<file path="src/rtl/axil_pkg.sv">
// Shared definitions for the AXI4-Lite command master: opcodes, FSM state codes,
// response codes and the adder_amba register map.
package axil_pkg;

  typedef enum logic [1:0] {
    OP_WRITE = 2'b00,
    OP_READ  = 2'b01,
    OP_POLL  = 2'b10
  } op_e;

  localparam logic [2:0] IDLE    = 3'd0;
  localparam logic [2:0] WR_AW_W = 3'd1;
  localparam logic [2:0] WR_B    = 3'd2;
  localparam logic [2:0] RD_AR   = 3'd3;
  localparam logic [2:0] RD_R    = 3'd4;
  localparam logic [2:0] RSP     = 3'd5;

  localparam logic [1:0] RESP_OKAY   = 2'b00;
  localparam logic [1:0] RESP_SLVERR = 2'b10;
  localparam logic [1:0] RESP_DECERR = 2'b11;

  localparam logic [31:0] ADDR_R0          = 32'h0000_0000;
  localparam logic [31:0] ADDR_R1          = 32'h0000_0004;
  localparam logic [31:0] ADDR_R2          = 32'h0000_0008;
  localparam logic [31:0] ADDR_CTRL_STATUS = 32'h0000_000C;
  localparam logic [31:0] ADDR_LED         = 32'h0000_0010;

  // The reserved encoding 2'b11 behaves as a plain read.
  function automatic op_e decode_op(input logic [1:0] raw);
    case (raw)
      2'b00:   return OP_WRITE;
      2'b10:   return OP_POLL;
      default: return OP_READ;
    endcase
  endfunction

endpackage

</file>
<file path="src/rtl/axil_cmd_master.sv">
// AXI4-Lite initiator: turns single-word WRITE / READ / POLL commands into bus
// transactions, one outstanding at a time, and returns one response per command.
module axil_cmd_master
  import axil_pkg::*;
#(
  parameter int ADDR_WIDTH = 32,
  parameter int DATA_WIDTH = 32,
  parameter int MAX_POLLS  = 256
) (
  input  logic                             M_AXI_ACLK,
  input  logic                             M_AXI_ARESET,
  input  logic                             cmd_valid,
  output logic                             cmd_ready,
  input  logic [1:0]                       cmd_op,
  input  logic [ADDR_WIDTH-1:0]            cmd_addr,
  input  logic [DATA_WIDTH-1:0]            cmd_wdata,
  input  logic [DATA_WIDTH/8-1:0]          cmd_wstrb,
  output logic                             rsp_valid,
  input  logic                             rsp_ready,
  output logic [DATA_WIDTH-1:0]            rsp_rdata,
  output logic [1:0]                       rsp_resp,
  output logic                             rsp_timeout,
  output logic [$clog2(MAX_POLLS+1)-1:0]   rsp_count,
  output logic [ADDR_WIDTH-1:0]            M_AXI_AWADDR,
  output logic [2:0]                       M_AXI_AWPROT,
  output logic                             M_AXI_AWVALID,
  input  logic                             M_AXI_AWREADY,
  output logic [DATA_WIDTH-1:0]            M_AXI_WDATA,
  output logic [DATA_WIDTH/8-1:0]          M_AXI_WSTRB,
  output logic                             M_AXI_WVALID,
  input  logic                             M_AXI_WREADY,
  input  logic [1:0]                       M_AXI_BRESP,
  input  logic                             M_AXI_BVALID,
  output logic                             M_AXI_BREADY,
  output logic [ADDR_WIDTH-1:0]            M_AXI_ARADDR,
  output logic [2:0]                       M_AXI_ARPROT,
  output logic                             M_AXI_ARVALID,
  input  logic                             M_AXI_ARREADY,
  input  logic [DATA_WIDTH-1:0]            M_AXI_RDATA,
  input  logic [1:0]                       M_AXI_RRESP,
  input  logic                             M_AXI_RVALID,
  output logic                             M_AXI_RREADY
);

  localparam int              CNT_W   = $clog2(MAX_POLLS + 1);
  localparam logic [CNT_W-1:0] MAX_CNT = CNT_W'(MAX_POLLS);

  logic [2:0]              state_q,       state_d;
  op_e                     op_q,          op_d;
  logic [ADDR_WIDTH-1:0]   addr_q,        addr_d;
  logic [DATA_WIDTH-1:0]   wdata_q,       wdata_d;
  logic [DATA_WIDTH/8-1:0] wstrb_q,       wstrb_d;
  logic                    cmd_ready_q,   cmd_ready_d;
  logic                    awvalid_q,     awvalid_d;
  logic                    wvalid_q,      wvalid_d;
  logic                    bready_q,      bready_d;
  logic                    arvalid_q,     arvalid_d;
  logic                    rready_q,      rready_d;
  logic                    rsp_valid_q,   rsp_valid_d;
  logic [DATA_WIDTH-1:0]   rsp_rdata_q,   rsp_rdata_d;
  logic [1:0]              rsp_resp_q,    rsp_resp_d;
  logic                    rsp_timeout_q, rsp_timeout_d;
  logic [CNT_W-1:0]        poll_cnt_q,    poll_cnt_d;
  logic [CNT_W-1:0]        poll_next;
  logic                    aw_done, w_done;
  op_e                     new_op;

  always_comb begin
    // NOTE: every _d defaults to its _q first, so no branch can leave one unassigned and infer a latch.
    state_d       = state_q;
    op_d          = op_q;
    addr_d        = addr_q;
    wdata_d       = wdata_q;
    wstrb_d       = wstrb_q;
    cmd_ready_d   = cmd_ready_q;
    awvalid_d     = awvalid_q;
    wvalid_d      = wvalid_q;
    bready_d      = bready_q;
    arvalid_d     = arvalid_q;
    rready_d      = rready_q;
    rsp_valid_d   = rsp_valid_q;
    rsp_rdata_d   = rsp_rdata_q;
    rsp_resp_d    = rsp_resp_q;
    rsp_timeout_d = rsp_timeout_q;
    poll_cnt_d    = poll_cnt_q;
    aw_done       = 1'b0;
    w_done        = 1'b0;
    new_op        = decode_op(cmd_op);
    poll_next     = (poll_cnt_q == MAX_CNT) ? poll_cnt_q : poll_cnt_q + CNT_W'(1);

    case (state_q)
      IDLE: begin
        cmd_ready_d = 1'b1;
        if (cmd_valid && cmd_ready_q) begin
          cmd_ready_d   = 1'b0;
          op_d          = new_op;
          addr_d        = cmd_addr;
          wdata_d       = cmd_wdata;
          wstrb_d       = cmd_wstrb;
          poll_cnt_d    = '0;
          rsp_rdata_d   = '0;
          rsp_resp_d    = RESP_OKAY;
          rsp_timeout_d = 1'b0;
          if (new_op == OP_WRITE) begin
            state_d   = WR_AW_W;
            awvalid_d = 1'b1;
            wvalid_d  = 1'b1;
          end else begin
            state_d   = RD_AR;
            arvalid_d = 1'b1;
          end
        end
      end

      WR_AW_W: begin
        // A dropped VALID doubles as that channel's done flag.
        if (awvalid_q && M_AXI_AWREADY) awvalid_d = 1'b0;
        if (wvalid_q && M_AXI_WREADY)   wvalid_d  = 1'b0;
        aw_done = !awvalid_d;
        w_done  = !wvalid_d;
        if (aw_done && w_done) begin
          state_d  = WR_B;
          bready_d = 1'b1;
        end
      end

      WR_B: begin
        if (M_AXI_BVALID && bready_q) begin
          bready_d    = 1'b0;
          rsp_resp_d  = M_AXI_BRESP;
          rsp_valid_d = 1'b1;
          state_d     = RSP;
        end
      end

      RD_AR: begin
        if (arvalid_q && M_AXI_ARREADY) begin
          arvalid_d = 1'b0;
          rready_d  = 1'b1;
          state_d   = RD_R;
        end
      end

      RD_R: begin
        if (M_AXI_RVALID && rready_q) begin
          rready_d    = 1'b0;
          rsp_rdata_d = M_AXI_RDATA;
          rsp_resp_d  = M_AXI_RRESP;
          poll_cnt_d  = poll_next;
          // A match or a bus error ends a poll before the timeout is considered.
          if (op_q != OP_POLL || (M_AXI_RDATA & wdata_q) != '0 || M_AXI_RRESP != RESP_OKAY) begin
            rsp_valid_d = 1'b1;
            state_d     = RSP;
          end else if (poll_next == MAX_CNT) begin
            rsp_timeout_d = 1'b1;
            rsp_valid_d   = 1'b1;
            state_d       = RSP;
          end else begin
            arvalid_d = 1'b1;
            state_d   = RD_AR;
          end
        end
      end

      RSP: begin
        if (rsp_ready) begin
          rsp_valid_d = 1'b0;
          cmd_ready_d = 1'b1;
          state_d     = IDLE;
        end
      end

      default: state_d = IDLE;
    endcase
  end

  always_ff @(posedge M_AXI_ACLK or posedge M_AXI_ARESET) begin
    if (M_AXI_ARESET) begin
      state_q       <= IDLE;
      op_q          <= OP_WRITE;
      addr_q        <= '0;
      wdata_q       <= '0;
      wstrb_q       <= '0;
      cmd_ready_q   <= 1'b0;
      awvalid_q     <= 1'b0;
      wvalid_q      <= 1'b0;
      bready_q      <= 1'b0;
      arvalid_q     <= 1'b0;
      rready_q      <= 1'b0;
      rsp_valid_q   <= 1'b0;
      rsp_rdata_q   <= '0;
      rsp_resp_q    <= RESP_OKAY;
      rsp_timeout_q <= 1'b0;
      poll_cnt_q    <= '0;
    end else begin
      // NOTE: non-blocking here so every flop samples pre-edge values regardless of statement order.
      state_q       <= state_d;
      op_q          <= op_d;
      addr_q        <= addr_d;
      wdata_q       <= wdata_d;
      wstrb_q       <= wstrb_d;
      cmd_ready_q   <= cmd_ready_d;
      awvalid_q     <= awvalid_d;
      wvalid_q      <= wvalid_d;
      bready_q      <= bready_d;
      arvalid_q     <= arvalid_d;
      rready_q      <= rready_d;
      rsp_valid_q   <= rsp_valid_d;
      rsp_rdata_q   <= rsp_rdata_d;
      rsp_resp_q    <= rsp_resp_d;
      rsp_timeout_q <= rsp_timeout_d;
      poll_cnt_q    <= poll_cnt_d;
    end
  end

  assign cmd_ready     = cmd_ready_q;
  assign rsp_valid     = rsp_valid_q;
  assign rsp_rdata     = rsp_rdata_q;
  assign rsp_resp      = rsp_resp_q;
  assign rsp_timeout   = rsp_timeout_q;
  assign rsp_count     = poll_cnt_q;
  assign M_AXI_AWADDR  = addr_q;
  assign M_AXI_AWPROT  = 3'b000;
  assign M_AXI_AWVALID = awvalid_q;
  assign M_AXI_WDATA   = wdata_q;
  assign M_AXI_WSTRB   = wstrb_q;
  assign M_AXI_WVALID  = wvalid_q;
  assign M_AXI_BREADY  = bready_q;
  assign M_AXI_ARADDR  = addr_q;
  assign M_AXI_ARPROT  = 3'b000;
  assign M_AXI_ARVALID = arvalid_q;
  assign M_AXI_RREADY  = rready_q;

endmodule

</file>
<file path="config.mk">
export PLATFORM = sky130hd
export DESIGN_NAME = axil_cmd_master
export DESIGN_NICKNAME = d
export VERILOG_FILES = /design/src/rtl/axil_pkg.sv /design/src/rtl/axil_cmd_master.sv
export SDC_FILE = /design/constraint.sdc
export NUM_CORES = 1
export LEC_CHECK = 0
export CAP_MARGIN = 40
export CORE_MARGIN = 5
export CORE_UTILIZATION = 45
export DETAILED_ROUTE_END_ITERATION = 16
export DONT_BUFFER_PORTS = 1
export GPL_ROUTABILITY_DRIVEN = 0
export SETUP_SLACK_MARGIN = 0.05
export SYNTH_ARGS = -nofsm -noshare
export SYNTH_HDL_FRONTEND = slang
export SYNTH_SLANG_ARGS = --single-unit
</file>
<file path="constraint.sdc">
create_clock -name M_AXI_ACLK -period 7.1 [get_ports M_AXI_ACLK]
set_clock_uncertainty 0.1 [all_clocks]
set_input_delay 1.065 -clock M_AXI_ACLK [delete_from_list [all_inputs] [get_ports M_AXI_ACLK]]
set_output_delay 1.065 -clock M_AXI_ACLK [all_outputs]
set_load 0.01 [all_outputs]
</file>
After elaboration in Yosys (flattened, before gate mapping)
Cells that the tools add are included.
{ "word_totals": {"ff_bits": 124, "out_inout_bits": 157, "elab_cells": 130, "inputBits": 115} }
{ "op_classes": {"n_eq_ne": 21, "reduce_logical": 35, "n_bitwise": 1, "n_mux": 56, "add_sub_neg": 1} }
{ "op_table": {"columns": ["operator", "count"], "rows": [
  ["32-bit 2-to-1 mux", 2],
  ["32-bit one-hot mux with 2 select lines", 1],
  ["32-bit bitwise AND", 1],
  ["32-bit nonzero test", 1],
  ["9-bit 2-to-1 mux", 3],
  ["1-bit 2-to-1 mux", 26],
  ["3-bit 2-to-1 mux", 8],
  ["2-bit inequality test (second input constant)", 12],
  ["9-bit equality test (second input constant)", 2],
  ["3-bit one-hot mux with 6 select lines", 1],
  ["9-bit one-hot mux with 2 select lines", 1],
  ["1-bit one-hot mux with 2 select lines", 6],
  ["3-bit AND reduction", 4],
  ["2-bit nonzero test", 6],
  ["5-bit AND reduction", 2],
  ["9-bit by 1-bit adder with 9-bit output (second input constant)", 1],
  ["3-bit nonzero test", 3],
  ["2-bit 2-to-1 mux", 4],
  ["1-bit logical AND", 7],
  ["7-bit AND reduction", 1],
  ["3-bit by 2-bit equality test with 1-bit output (second input constant)", 2],
  ["3-bit equality test (second input constant)", 2],
  ["1-bit one-hot mux with 3 select lines", 2],
  ["2-bit one-hot mux with 3 select lines", 1],
  ["11 further kinds", 15]
]} }

Depth between registers and ports, before layout
{ "depth": {"word_depth": 7, "depth_mapped": 9, "depth_no_buf": 8} }

Worst setup path after synthesis
Ideal clock, no wire load.
{ "synth_path": {"path_type": "in2reg", "startpoint": "input M_AXI_RDATA[6]", "endpoint": "register rsp_valid_q (netlist: rsp_valid)", "cell_stages": 6, "t_arrival_ns": 2.626, "setup_slack_ns": 4.250, "setup_ns": 0.124, "n_path_buf": 0, "path_cell_list": "a22o_1 > a221oi_1 > nand4_1 > or4_1 > or2_2 > o31a_1"} }
{ "synth_between": {"elab_chain_cells": 7, "word_cells_on_any_way": 9} }
{ "synth_lines": {"columns": ["element", "line", "text"], "rows": [
  ["from (decl)", "axil_cmd_master.sv:39", "input logic [DATA_WIDTH-1:0] M_AXI_RDATA,"],
  ["32-bit bitwise AND (*)", "axil_cmd_master.sv:151", "if (op_q != OP_POLL || (M_AXI_RDATA & wdata_q) != '0 || M_AXI_RRESP != RESP_OKAY) begin"],
  ["32-bit nonzero test (*)", "axil_cmd_master.sv:151", null],
  ["1-bit logical OR (*) (2 in a row)", "axil_cmd_master.sv:151", null],
  ["1-bit 2-to-1 mux", "axil_cmd_master.sv:151", null],
  ["1-bit 2-to-1 mux", "axil_cmd_master.sv:145", "if (M_AXI_RVALID && rready_q) begin"],
  ["1-bit one-hot mux with 3 select lines", "axil_cmd_master.sv:91", "case (state_q)"],
  ["to (signal assigned)", "axil_cmd_master.sv:208", "rsp_valid_q <= rsp_valid_d;"],
  ["to (decl)", "axil_cmd_master.sv:59", "logic rsp_valid_q, rsp_valid_d;"]
]} }
Every way passes the cells marked *; elsewhere a longest branch is shown, timed or not. The select of a mux whose other input is x is not followed.
A chain may end at the register's enable or synchronous reset.

Final worst setup path
{ "layout_path": {"startpoint": "register state_q[0]", "endpoint": "register poll_cnt_q[7] (netlist: rsp_count[7])"} }
{ "layout_between": {"elab_chain_cells": 3, "word_cells_on_any_way": 7} }
{ "layout_lines": {"columns": ["element", "line", "text"], "rows": [
  ["from (decl)", "axil_cmd_master.sv:48", "logic [2:0] state_q, state_d;"],
  ["from (signal assigned)", "axil_cmd_master.sv:197", "state_q <= state_d;"],
  ["3-bit equality test or 3-bit logical NOT (tied branches)", "axil_cmd_master.sv:91", null],
  ["2-bit inequality test (no source line) or 2-bit nonzero test (tied branches)", null, null],
  ["3-bit AND reduction (no source line)", null, null],
  ["to (signal assigned)", "axil_cmd_master.sv:212", "poll_cnt_q <= poll_cnt_d;"],
  ["to (decl)", "axil_cmd_master.sv:63", "logic [CNT_W-1:0] poll_cnt_q, poll_cnt_d;"]
]} }
Parallel ways exist; a longest one is shown, timed or not.

==> impl_metrics.json <==
{
  "status": "complete, no violations",
  "timing_hold_violations_final": 0,
  "path_max_fanout": 68,
  "dieArea_um2": 14900,
  "synth.distinct_cells": 49,
  "dpl_cell_area_um2": 5550,
  "fin_crit_ns": 2.88,
  "die_y_um": 122,
  "vias": 4270,
  "peakVddDrop_v": 0.000203,
  "synthAdderAreaFrac_pct": 0.441,
  "detail-route-antenna-nets": 0,
  "synth_ff_type": "dfrtp_1",
  "grt_max_degree": 76,
  "synth_compound_area_share_pct": 10.4,
  "die_width_um": 122,
  "num_rows": 41,
  "synth-async-reset-ratio_pct": 100,
  "maxCapViolations": 0,
  "post-cts-setup-buffer-count": 0,
  "dp_hpwl_um": 10700,
  "max_stage_delay_ns": 0.53,
  "ys_seq_area_share_pct": 54.7,
  "io_buffers": 0,
  "hold_buffers": 0,
  "met3WireLength_um": 1710,
  "ys_warn_count": 0,
  "setup-tns-final_ns": 0,
  "postCtsResizedCells": 0,
  "slowest_stage": "dfrtp_1",
  "synth_xor_xnor_area_share_pct": 0.463,
  "grt.total_usage_pct": 20.3,
  "diodes": 0,
  "setup_ws_ns": 4.22,
  "critPathArrivalTime_ns": 3.08,
  "syn_area_um2": 5670,
  "dpl_worst_slack_ns": 3.94,
  "cts-root-buf": "clkbuf_16",
  "synth-edff-count": 0,
  "rsz0062_at_grt": "no",
  "cp-end-kind": "flip-flop",
  "layout-drive-gt1-share_pct": 7.36,
  "clock_latency_ns": 0.41,
  "synthSimpleGateAreaFrac_pct": 25.3,
  "htree_levels": 4,
  "worstHoldPathType": "reg2reg",
  "crit_path_cell_trace": "nor3_1 > nand3_4 > buf_4 > o21a_1 > o21bai_1 > a21o_1",
  "syn_inst": 654,
  "cts_made_buffers": 17,
  "ioPinCount": 272,
  "grt_pass1_wl_um": 23300,
  "start_util_pct": 45.5,
  "power_density_nw_per_um2": 501,
  "p_leak_nw": 2.96,
  "area_delta_synth_final_pct": 8.54,
  "clk_pin_slew_worst_paths_ns": 0.05,
  "critPathKind": "reg2reg",
  "fmax_mhz": 347,
  "tightest_slew_ns": 0.848,
  "cts_tree": "done",
  "vias_per_cell": 5.36,
  "setup_violations": 0,
  "clock_path_buffers": 2,
  "routed_wl_um": 15100,
  "synth.mux.area_fraction_pct": 0.728,
  "antenna_found_initial": 0,
  "wl_met1_um": 5630,
  "final_area_um2": 6160,
  "drv_slew": 0,
  "wl_per_cell_um": 18.9,
  "firstDrtPassIters": 5,
  "cp.required_ns": 7.30,
  "drcViolationCount": 0,
  "nNetsFinal": 729,
  "grt_pass1_vias": 4268,
  "synth_seq_cells": 124,
  "drtIter0Drc": 269,
  "grt-ovfl-total": 0,
  "top_layer": "met4",
  "coreArea_um2": 12500,
  "period_share_pct": 40.6,
  "clock-sinks": 124,
  "wl_met2_um": 7510,
  "start_kind": "flip-flop",
  "synth.avg_cell_area_um2": 8.67,
  "synth_top_family_by_area": "simple AND/OR/NAND/NOR gates",
  "relSlewSlack_pct": 43.4
}
-- where the power goes --
group | switching [mW] | leakage [nW] | internal (mW) | total, mW
Sequential | 0.491 | 1.58 | 0.998 | 1.49
Combinational | 0.459 | 1.10 | 0.265 | 0.725
Clock | 0.307 | 0.280 | 0.562 | 0.869
-- layout make-up --
type | count | area, um^2
multi-input cells | 458 | 2170
clock buffers | 23 | 498
well taps | 172 | 215
inverters | 7 | 28.8
flip-flops and latches | 124 | 3100
fillers | 1212 | 6310
clock inverters | 9 | 110
repair buffers | 4 | 30.0
-- routing by layer --
| layer | vias up | track usage, % |
|---|---|---|
| met5 | - | 0 |
| met4 | 0 | 7.42 |
| met3 | 17 | 9.77 |
| met2 | 205 | 32.4 |
| met1 | 2045 | 23.9 |
| li1 | 2003 | - |
-- state kept, by name, summed over array words and instances (netlist names), 2 cells and up --
register and count:
M_AXI_ARADDR 32, M_AXI_WDATA 32, M_AXI_WSTRB 4, op_q 2, rsp_count 9, rsp_rdata 32, rsp_resp 2, state_q 3
-- through the flow --
step / total power, mW / hold WS [ns] / utilization (%) / cells
floorplan: 2.09 / 0.331 / - / 659
global placement: 2.20 / 0.364 / 44.5 / 765
detailed placement: 2.24 / 0.366 / 44.5 / 765
CTS: 3.12 / 0.385 / 49.4 / 797
global route: 3.31 / 0.399 / 49.4 / 797
finish: 3.08 / 0.372 / 49.4 / 797
-- synth_stat cells, drive strengths merged, types with 2 or more instances --
master | n | area, um^2
buf | 52 | 350
or2 | 2 | 12.5
a21oi | 7 | 35.0
nand2 | 302 | 1130
a221oi | 3 | 26.3
a21bo | 2 | 20.0
nand2b | 3 | 18.8
dfrtp | 124 | 3100
nand3 | 12 | 60.1
inv | 7 | 26.3
and3 | 2 | 12.5
nor2b | 3 | 18.8
clkbuf | 18 | 67.6
o21bai | 3 | 22.5
nor4 | 3 | 18.8
nor3 | 4 | 25.0
o31a | 2 | 17.5
ha | 2 | 25.0
or4 | 3 | 26.3
o21ai | 40 | 200
a22o | 6 | 52.6
nor4b | 2 | 17.5
a21o | 2 | 15.0
a211o | 2 | 17.5
mux2i | 3 | 30.0
xor2 | 2 | 17.5
nand4 | 3 | 18.8
a31oi | 3 | 18.8
nor2 | 6 | 22.5
nor3b | 4 | 30.0
nand3b | 2 | 15.0
a22oi | 13 | 97.6
-- cells in the final DEF (no fill, tap or decap), types with 2 or more instances in the layout --
| cell type | synthesis | routed |
|---|---|---|
| nor3_1 | 3 | 3 |
| nor4_1 | 3 | 3 |
| clkbuf_16 | 0 | 17 |
| nor2_1 | 6 | 5 |
| or4_1 | 2 | 2 |
| nand3_1 | 12 | 11 |
| conb_1 | 1 | 6 |
| clkbuf_8 | 0 | 5 |
| nand4_1 | 3 | 3 |
| nor2b_1 | 3 | 2 |
| a22oi_1 | 13 | 13 |
| nand2b_1 | 3 | 3 |
| a21o_1 | 2 | 2 |
| and3_1 | 2 | 2 |
| clkinvlp_4 | 0 | 6 |
| nand3b_1 | 2 | 2 |
| a21oi_1 | 7 | 7 |
| bufinv_16 | 0 | 2 |
| o31a_1 | 2 | 2 |
| buf_4 | 38 | 4 |
| a211o_1 | 2 | 2 |
| nand2_1 | 302 | 302 |
| a31oi_1 | 3 | 3 |
| nor4b_1 | 2 | 2 |
| nor3b_1 | 4 | 4 |
| inv_1 | 7 | 6 |
| o21bai_1 | 3 | 3 |
| mux2i_1 | 3 | 3 |
| xor2_1 | 2 | 2 |
| a22o_1 | 6 | 6 |
| dfrtp_1 | 124 | 124 |
| a221oi_1 | 3 | 3 |
| a21bo_2 | 2 | 2 |
| o21ai_0 | 40 | 40 |
| ha_1 | 2 | 2 |
-- critical path: cells and delay by family, from the launching register on --
| kind | cells | cell delay, ns |
|---|---|---|
| simple gates | 2 | 0.95 |
| compound gates | 3 | 0.68 |
| buf+inv | 1 | 0.51 |
| flops | 1 | 0.53 |
-- cell families (layout without fill, tap and decap cells) --
kind of cell             Yosys count  count (layout)
flip-flops                       124             124
multiplexers                       4               4
buffers and inverters             77              43
other                              1               6
AO/OA/AOI/OAI                     91              91
XOR/XNOR                           3               3
adder cells (fa/ha/maj)            2               2
AND/OR/NAND/NOR                  352             352
-- path summary, 6_finish.rpt --
check,from,endpoint,slack [ns],cells after the start
max reg2reg,state_q[0],rsp_count[7],4.22,6
min,op_q[1],op_q[1],0.37,2
min in group asynchronous,M_AXI_ARESET,rsp_rdata[21],0.54,1
max in group asynchronous,M_AXI_ARESET,rsp_count[1],4.99,2
max,state_q[0],rsp_count[7],4.22,6
min reg2reg,op_q[1],op_q[1],0.37,2
Note: power is estimated with default switching activity, not from simulation.
